--- config.mk ---
export PLATFORM = sky130hd
export DESIGN_NAME = pipeline_stall_ctrl_flat
export DESIGN_NICKNAME = d
export VERILOG_FILES = /design/src/rtl/pipeline_stall_ctrl_if.sv /design/src/rtl/pipeline_stall_ctrl.sv /design/src/flat_wrapper.sv
export SDC_FILE = /design/constraint.sdc
export NUM_CORES = 1
export LEC_CHECK = 0
export ABC_AREA = 1
export BUFFER_PORTS_ARGS = -buffer_cell sky130_fd_sc_hd__buf_4
export CAP_MARGIN = 10
export CORE_MARGIN = 3
export CORE_UTILIZATION = 55
export DETAILED_ROUTE_END_ITERATION = 6
export MAX_ROUTING_LAYER = met4
export PLACE_DENSITY = 0.84
export SYNTH_ARGS = -nofsm -noshare
export SYNTH_HDL_FRONTEND = slang
export SYNTH_SLANG_ARGS = --single-unit
--- constraint.sdc ---
create_clock -name clk -period 3.1 [get_ports clk]
set_clock_uncertainty 0.2 [all_clocks]
set_input_delay 0.62 -clock clk [delete_from_list [all_inputs] [get_ports clk]]
set_output_delay 0.62 -clock clk [all_outputs]
set_load 0.05 [all_outputs]
--- src/rtl/pipeline_stall_ctrl_if.sv ---
// Purpose: hazard/stall bundle between the pipeline datapath and the stall controller.
// Ports (per modport):
//   master (pipeline side) drives the hazard inputs and clr_err, and reads the stall and flush
//     controls, the error flag and the counters.
//   slave (controller side) reads the hazard inputs and drives the controls, the error flag
//     and the counters.
interface pipeline_stall_ctrl_if #(
  parameter int unsigned CNT_W = 16
);
  logic [4:0]       rs1_IfId;
  logic [4:0]       rs2_IfId;
  logic             use_rs1_IfId;
  logic             use_rs2_IfId;
  logic [4:0]       rd_IdEx;
  logic             mem_read_IdEx;
  logic             branch_taken_Ex;
  logic             dmem_req_ExMem;
  logic             dmem_ready;
  logic             clr_err;
  logic             stall_pc;
  logic             stall_IfId;
  logic             stall_IdEx;
  logic             stall_ExMem;
  logic             flush_IfId;
  logic             bubble_IdEx;
  logic             bubble_MemWB;
  logic             mem_timeout;
  logic [CNT_W-1:0] stall_cycles;
  logic [CNT_W-1:0] flush_count;
  logic [CNT_W-1:0] load_use_count;

  modport master (
    output rs1_IfId, rs2_IfId, use_rs1_IfId, use_rs2_IfId, rd_IdEx, mem_read_IdEx,
           branch_taken_Ex, dmem_req_ExMem, dmem_ready, clr_err,
    input  stall_pc, stall_IfId, stall_IdEx, stall_ExMem, flush_IfId, bubble_IdEx,
           bubble_MemWB, mem_timeout, stall_cycles, flush_count, load_use_count
  );

  modport slave (
    input  rs1_IfId, rs2_IfId, use_rs1_IfId, use_rs2_IfId, rd_IdEx, mem_read_IdEx,
           branch_taken_Ex, dmem_req_ExMem, dmem_ready, clr_err,
    output stall_pc, stall_IfId, stall_IdEx, stall_ExMem, flush_IfId, bubble_IdEx,
           bubble_MemWB, mem_timeout, stall_cycles, flush_count, load_use_count
  );
endinterface

--- src/rtl/pipeline_stall_ctrl.sv ---
// Purpose: stall/flush controller for the 5-stage pipeline. It covers the hazards that
//   forwarding cannot resolve: load-use, taken-branch redirect and data-memory wait states.
//   It also runs a memory-wait timeout monitor and keeps saturating performance counters.
// Ports:
//   clk   - system clock; all state changes on the rising edge
//   rst_n - asynchronous active-low reset; it also forces the control outputs to 0
//   bus   - slave side of pipeline_stall_ctrl_if:
//           hazard inputs in; hold, flush and bubble controls, timeout flag and counters out
module pipeline_stall_ctrl #(
  parameter int unsigned MEM_TIMEOUT = 64,
  parameter int unsigned CNT_W       = 16
) (
  input  logic                 clk,
  input  logic                 rst_n,
  pipeline_stall_ctrl_if.slave bus
);

  localparam int unsigned WC_W = $clog2(MEM_TIMEOUT + 1);

  typedef enum logic [0:0] {RUN, MEM_WAIT} state_t;

  state_t           state;
  logic [WC_W-1:0]  wait_cnt;
  logic             mem_timeout;
  logic [CNT_W-1:0] stall_cycles;
  logic [CNT_W-1:0] flush_count;
  logic [CNT_W-1:0] load_use_count;

  logic mem_stall_c;
  logic load_use_c;
  logic timeout_set_c;
  logic stall_pc_c, stall_IfId_c, stall_IdEx_c, stall_ExMem_c;
  logic flush_IfId_c, bubble_IdEx_c, bubble_MemWB_c;
  logic load_use_taken_c;

  // Hazard detection
  assign mem_stall_c = bus.dmem_req_ExMem & ~bus.dmem_ready;
  assign load_use_c  = bus.mem_read_IdEx & (bus.rd_IdEx != 5'd0) &
                       ((bus.use_rs1_IfId & (bus.rs1_IfId == bus.rd_IdEx)) |
                        (bus.use_rs2_IfId & (bus.rs2_IfId == bus.rd_IdEx)));

  // The timeout keeps asserting while the saturated wait persists, so it overrides clr_err
  assign timeout_set_c = (state == MEM_WAIT) & mem_stall_c &
                         (wait_cnt == WC_W'(MEM_TIMEOUT));

  // Priority-encoded controls: memory wait > branch redirect > load-use; gated by rst_n
  always_comb begin
    stall_pc_c       = 1'b0;
    stall_IfId_c     = 1'b0;
    stall_IdEx_c     = 1'b0;
    stall_ExMem_c    = 1'b0;
    flush_IfId_c     = 1'b0;
    bubble_IdEx_c    = 1'b0;
    bubble_MemWB_c   = 1'b0;
    load_use_taken_c = 1'b0;
    if (rst_n) begin
      if (mem_stall_c) begin
        // EX is frozen, so a pending branch is re-presented on the release cycle
        stall_pc_c     = 1'b1;
        stall_IfId_c   = 1'b1;
        stall_IdEx_c   = 1'b1;
        stall_ExMem_c  = 1'b1;
        bubble_MemWB_c = 1'b1;
      end else if (bus.branch_taken_Ex) begin
        // Any load-use in ID is on the wrong path and gets flushed
        flush_IfId_c  = 1'b1;
        bubble_IdEx_c = 1'b1;
      end else if (load_use_c) begin
        // The bubble clears mem_read_IdEx, so the stall lasts exactly one cycle
        stall_pc_c       = 1'b1;
        stall_IfId_c     = 1'b1;
        bubble_IdEx_c    = 1'b1;
        load_use_taken_c = 1'b1;
      end
    end
  end

  // Wait-state FSM, timeout flag and saturating counters
  always_ff @(posedge clk or negedge rst_n) begin
    if (!rst_n) begin
      state          <= RUN;
      wait_cnt       <= '0;
      mem_timeout    <= 1'b0;
      stall_cycles   <= '0;
      flush_count    <= '0;
      load_use_count <= '0;
    end else begin
      case (state)
        RUN: begin
          if (mem_stall_c) begin
            state    <= MEM_WAIT;
            wait_cnt <= WC_W'(1);
          end
        end
        MEM_WAIT: begin
          // A completed access or a dropped request both release the pipeline
          if (!mem_stall_c) begin
            state    <= RUN;
            wait_cnt <= '0;
          end else if (wait_cnt != WC_W'(MEM_TIMEOUT)) begin
            wait_cnt <= wait_cnt + WC_W'(1);
          end
        end
        default: begin
          state    <= RUN;
          wait_cnt <= '0;
        end
      endcase

      if (timeout_set_c)    mem_timeout <= 1'b1;
      else if (bus.clr_err) mem_timeout <= 1'b0;

      if (stall_pc_c && (stall_cycles != '1))
        stall_cycles <= stall_cycles + CNT_W'(1);
      if (flush_IfId_c && (flush_count != '1))
        flush_count <= flush_count + CNT_W'(1);
      if (load_use_taken_c && (load_use_count != '1))
        load_use_count <= load_use_count + CNT_W'(1);
    end
  end

  assign bus.stall_pc       = stall_pc_c;
  assign bus.stall_IfId     = stall_IfId_c;
  assign bus.stall_IdEx     = stall_IdEx_c;
  assign bus.stall_ExMem    = stall_ExMem_c;
  assign bus.flush_IfId     = flush_IfId_c;
  assign bus.bubble_IdEx    = bubble_IdEx_c;
  assign bus.bubble_MemWB   = bubble_MemWB_c;
  assign bus.mem_timeout    = mem_timeout;
  assign bus.stall_cycles   = stall_cycles;
  assign bus.flush_count    = flush_count;
  assign bus.load_use_count = load_use_count;

endmodule

--- src/flat_wrapper.sv ---
// flat-port wrapper written by rule: the top's interface ports become plain ports
module pipeline_stall_ctrl_flat 
#(
  parameter int unsigned MEM_TIMEOUT = 64,
  parameter int unsigned CNT_W       = 16
)
  (clk, rst_n, bus_rs1_IfId, bus_rs2_IfId, bus_use_rs1_IfId, bus_use_rs2_IfId, bus_rd_IdEx, bus_mem_read_IdEx, bus_branch_taken_Ex, bus_dmem_req_ExMem, bus_dmem_ready, bus_clr_err, bus_stall_pc, bus_stall_IfId, bus_stall_IdEx, bus_stall_ExMem, bus_flush_IfId, bus_bubble_IdEx, bus_bubble_MemWB, bus_mem_timeout, bus_stall_cycles, bus_flush_count, bus_load_use_count);
  pipeline_stall_ctrl_if #(.CNT_W(CNT_W)) bus_i ();
  input  logic clk;
  input  logic rst_n;
  input wire logic [$bits(bus_i.rs1_IfId)-1:0] bus_rs1_IfId;
  input wire logic [$bits(bus_i.rs2_IfId)-1:0] bus_rs2_IfId;
  input wire logic [$bits(bus_i.use_rs1_IfId)-1:0] bus_use_rs1_IfId;
  input wire logic [$bits(bus_i.use_rs2_IfId)-1:0] bus_use_rs2_IfId;
  input wire logic [$bits(bus_i.rd_IdEx)-1:0] bus_rd_IdEx;
  input wire logic [$bits(bus_i.mem_read_IdEx)-1:0] bus_mem_read_IdEx;
  input wire logic [$bits(bus_i.branch_taken_Ex)-1:0] bus_branch_taken_Ex;
  input wire logic [$bits(bus_i.dmem_req_ExMem)-1:0] bus_dmem_req_ExMem;
  input wire logic [$bits(bus_i.dmem_ready)-1:0] bus_dmem_ready;
  input wire logic [$bits(bus_i.clr_err)-1:0] bus_clr_err;
  output wire logic [$bits(bus_i.stall_pc)-1:0] bus_stall_pc;
  output wire logic [$bits(bus_i.stall_IfId)-1:0] bus_stall_IfId;
  output wire logic [$bits(bus_i.stall_IdEx)-1:0] bus_stall_IdEx;
  output wire logic [$bits(bus_i.stall_ExMem)-1:0] bus_stall_ExMem;
  output wire logic [$bits(bus_i.flush_IfId)-1:0] bus_flush_IfId;
  output wire logic [$bits(bus_i.bubble_IdEx)-1:0] bus_bubble_IdEx;
  output wire logic [$bits(bus_i.bubble_MemWB)-1:0] bus_bubble_MemWB;
  output wire logic [$bits(bus_i.mem_timeout)-1:0] bus_mem_timeout;
  output wire logic [$bits(bus_i.stall_cycles)-1:0] bus_stall_cycles;
  output wire logic [$bits(bus_i.flush_count)-1:0] bus_flush_count;
  output wire logic [$bits(bus_i.load_use_count)-1:0] bus_load_use_count;
  assign bus_i.rs1_IfId = bus_rs1_IfId;
  assign bus_i.rs2_IfId = bus_rs2_IfId;
  assign bus_i.use_rs1_IfId = bus_use_rs1_IfId;
  assign bus_i.use_rs2_IfId = bus_use_rs2_IfId;
  assign bus_i.rd_IdEx = bus_rd_IdEx;
  assign bus_i.mem_read_IdEx = bus_mem_read_IdEx;
  assign bus_i.branch_taken_Ex = bus_branch_taken_Ex;
  assign bus_i.dmem_req_ExMem = bus_dmem_req_ExMem;
  assign bus_i.dmem_ready = bus_dmem_ready;
  assign bus_i.clr_err = bus_clr_err;
  assign bus_stall_pc = bus_i.stall_pc;
  assign bus_stall_IfId = bus_i.stall_IfId;
  assign bus_stall_IdEx = bus_i.stall_IdEx;
  assign bus_stall_ExMem = bus_i.stall_ExMem;
  assign bus_flush_IfId = bus_i.flush_IfId;
  assign bus_bubble_IdEx = bus_i.bubble_IdEx;
  assign bus_bubble_MemWB = bus_i.bubble_MemWB;
  assign bus_mem_timeout = bus_i.mem_timeout;
  assign bus_stall_cycles = bus_i.stall_cycles;
  assign bus_flush_count = bus_i.flush_count;
  assign bus_load_use_count = bus_i.load_use_count;
  pipeline_stall_ctrl #(.MEM_TIMEOUT(MEM_TIMEOUT), .CNT_W(CNT_W)) u_core (.clk(clk), .rst_n(rst_n), .bus(bus_i));
endmodule
==> results.tsv <==
stage	metric	value	unit
worst_setup_path	reg2reg_from	u_core.bus.stall_cycles[0]$_DFFE_PN0P_	
worst_setup_path	path_max_fanout	15	
global_routing	grt_max_degree	62	
cts	cts_tree	yes	
drt	viasPerCell	5.21	
synth	yosysUniqueCellTypes	33	
cts	cts_root_buffer	clkbuf_8	
drt	dr.pass1.iters	5	
cts	post_cts_buffers	0	
placement	port_buffers	79	
sta	hold_violations	0	
hold_path	hp-class	input port to asynchronous set/reset pin	
layout	fin_cells	640	
floorplan	dieArea	7500	µm²
cts	clkTransAtPathRegs	0.07	ns
layout	multiInputGateArea	1800	µm²
cts	cts_made_buffers	9	
layout	drive_above_1_share	23.7	%
cts	ctsHoldBuffers	0	
worst_setup_path	critPathRequiredTime	2.28	ns
synth	synth_area_per_cell	7.47	µm²
floorplan	initial_core_util	58.6	%
power	power_density	504	nW/µm²
floorplan	die_x	86.6	µm
floorplan	ios	80	
synth	synth_area	3570	µm²
synth	ys_seq_area_share	39.9	%
flow_run	drv_cap	0	
sta	max_clock_freq	377	MHz
placement	dp_hpwl	6.08	mm
synth	yosysWarnings	0	
global_routing	grt_pass1_vias	3160	
drt	postRouteAntennaNets	0	
sta	finalSetupTns	0	ns
placement	place_inst	624	
layout	area_growth	23.3	%
synth	synth_area_leaders	dfrtp_1, nand2_1, nand3_1	
synth	synth_top_area_share	39.9	%
synth	yosys.area.top_type	dfrtp_1	
synth	ys_ff_latch	57	
worst_setup_path	critical_path_class	input port to output pin	
global_routing	grt_antenna_before_repair	0	
cts	cts_sinks	57	
layout	nets	589	
worst_setup_path	end_kind	output pin	
drt	wl_per_cell	12.8	µm
global_routing	overflow	0	
drt	drtIter0Drc	168	
floorplan	core_area	6100	µm²
cts	cts.path.max_buffers	2	
sta	min_period	2.65	ns
layout	nFillCells	491	
global_routing	grtUsageTotal	23.7	%
synth	syn_inst	478	
worst_setup_path	r2r_cells	7	
floorplan	row_count	28	
cts	htree_levels	3	
worst_setup_path	r2r_slack	0.85	ns
sta	timing.slew.headroom	49.6	%
power	vdd_ir_drop_max	485	µV
placement	place.gp.congestion	0.841	
cts	insertion_delay	0.33	ns
synth	syn-num-nets	507	
drt	wl	8.22	mm
sta	slew_viol_final	0	
worst_setup_path	crit_arrival	1.83	ns
floorplan	chipHeight	86.6	µm
drt	vias	3336	
sta	holdWs	0.248	ns
worst_setup_path	r2r-end	u_core.bus.stall_cycles[8]$_DFFE_PN0P_	
sta	setup_viol	0	
status	status	finished clean	
global_routing	grt_pass1_wl	13.8	mm
sta	grt_setup_unrepaired	no	
sta	worstMarginPinSlew	0.756	ns
power	p_leak	0.00235	µW
worst_setup_path	critPathLaunchType	input port	
cts	ctsResizeCount	0	
sta	fin_crit_sh	85.5	%
layout	antenna_cells	0	
layout	seq_area	1430	µm²
drt	drc	0	
[report_power, final]
group / switching, µW / internal [µW]
Combinational: 378 / 175
Clock: 297 / 473
Sequential: 90.7 / 807
[synthesized netlist by cell type, drive strengths merged]
cell type / number
nand3: 62
nand2: 153
o211ai: 1
a21oi: 2
o21a: 1
xnor2: 13
a31oi: 1
o22ai: 2
nor4: 1
buf: 10
nand3b: 3
ha: 5
xor2: 15
o21ai: 10
inv: 69
nand4: 11
nor3: 18
dfrtp: 57
nor2: 44
[worst max path at each step]
stage / startpoint / end / slack, ns / depth (start not counted)
after floorplan: bus_dmem_ready / bus_stall_ExMem / 0.47 / 4
after global placement: bus_rd_IdEx[0] / bus_stall_pc / 0.48 / 9
after detailed placement: bus_rd_IdEx[3] / bus_stall_IfId / 0.46 / 10
after CTS: bus_rd_IdEx[4] / bus_stall_IfId / 0.46 / 9
after global routing: bus_rd_IdEx[1] / bus_stall_IfId / 0.35 / 9
final: bus_rd_IdEx[4] / bus_stall_IfId / 0.45 / 9
[stage by stage]
stage,util [%],worst slack (ns),instance area [µm²],total power [µW]
2_1_floorplan,-,0.469,3570,1270
3_3_place_gp,68.6,0.483,4180,1440
3_5_place_dp,68.6,0.459,4180,1470
4_1_cts,72.2,0.457,4400,2230
5_1_grt,72.2,0.348,4400,2310
6_report,72.2,0.450,4400,2220
[critical path: stages]
cell	delay (ns)
buf_4	0.13
nand2_1	0.07
nand2_1	0.05
nor2_1	0.11
nand3_1	0.09
nand2_2	0.10
nand3_2	0.09
o21ai_2	0.26
buf_4	0.31
[sequential cells by signal, summed over array words and instances, names as in the netlist]
register	count
u_core.wait_cnt	7
u_core.state	1
u_core.bus.load_use_count	16
u_core.bus.flush_count	16
u_core.bus.stall_cycles	16
u_core.bus.mem_timeout	1
[routing by layer]
metal	track usage (%)	vias up	share of wire (%)
met4	9.07	0	1.5
met3	3.61	12	5.4
met5	-	-	0
li1	-	1672	-
met2	39.9	104	50
met1	28.6	1548	43
[layout make-up]
class | count | share of cell area, %
Clock buffer | 11 | 3.21
Inverter | 69 | 5.88
Multi-Input combinational cell | 342 | 40.8
Sequential cell | 57 | 32.4
Timing Repair Buffer | 81 | 13.8
Clock inverter | 5 | 1.79
Tap cell | 75 | 2.13
[cell usage in the layout, fill, tap and decap left out, types with 10 or more instances in the layout]
cell type / count
nand3_1: 58
dfrtp_1: 57
xnor2_1: 13
nor3_1: 10
xor2_1: 15
inv_1: 60
nand4_1: 10
clkbuf_8: 10
buf_4: 81
nor2_1: 36
nand2_1: 147
[logic make-up after synthesis]
group | Yosys count | share of synthesized area (%)
fa+ha+maj | 5 | 1.75
simple gates | 292 | 38.8
compound gates | 17 | 2.84
flops | 57 | 39.9
xor+xnor | 28 | 6.87
buf+inv | 79 | 9.81
Note: power is estimated with default switching activity, not from simulation.
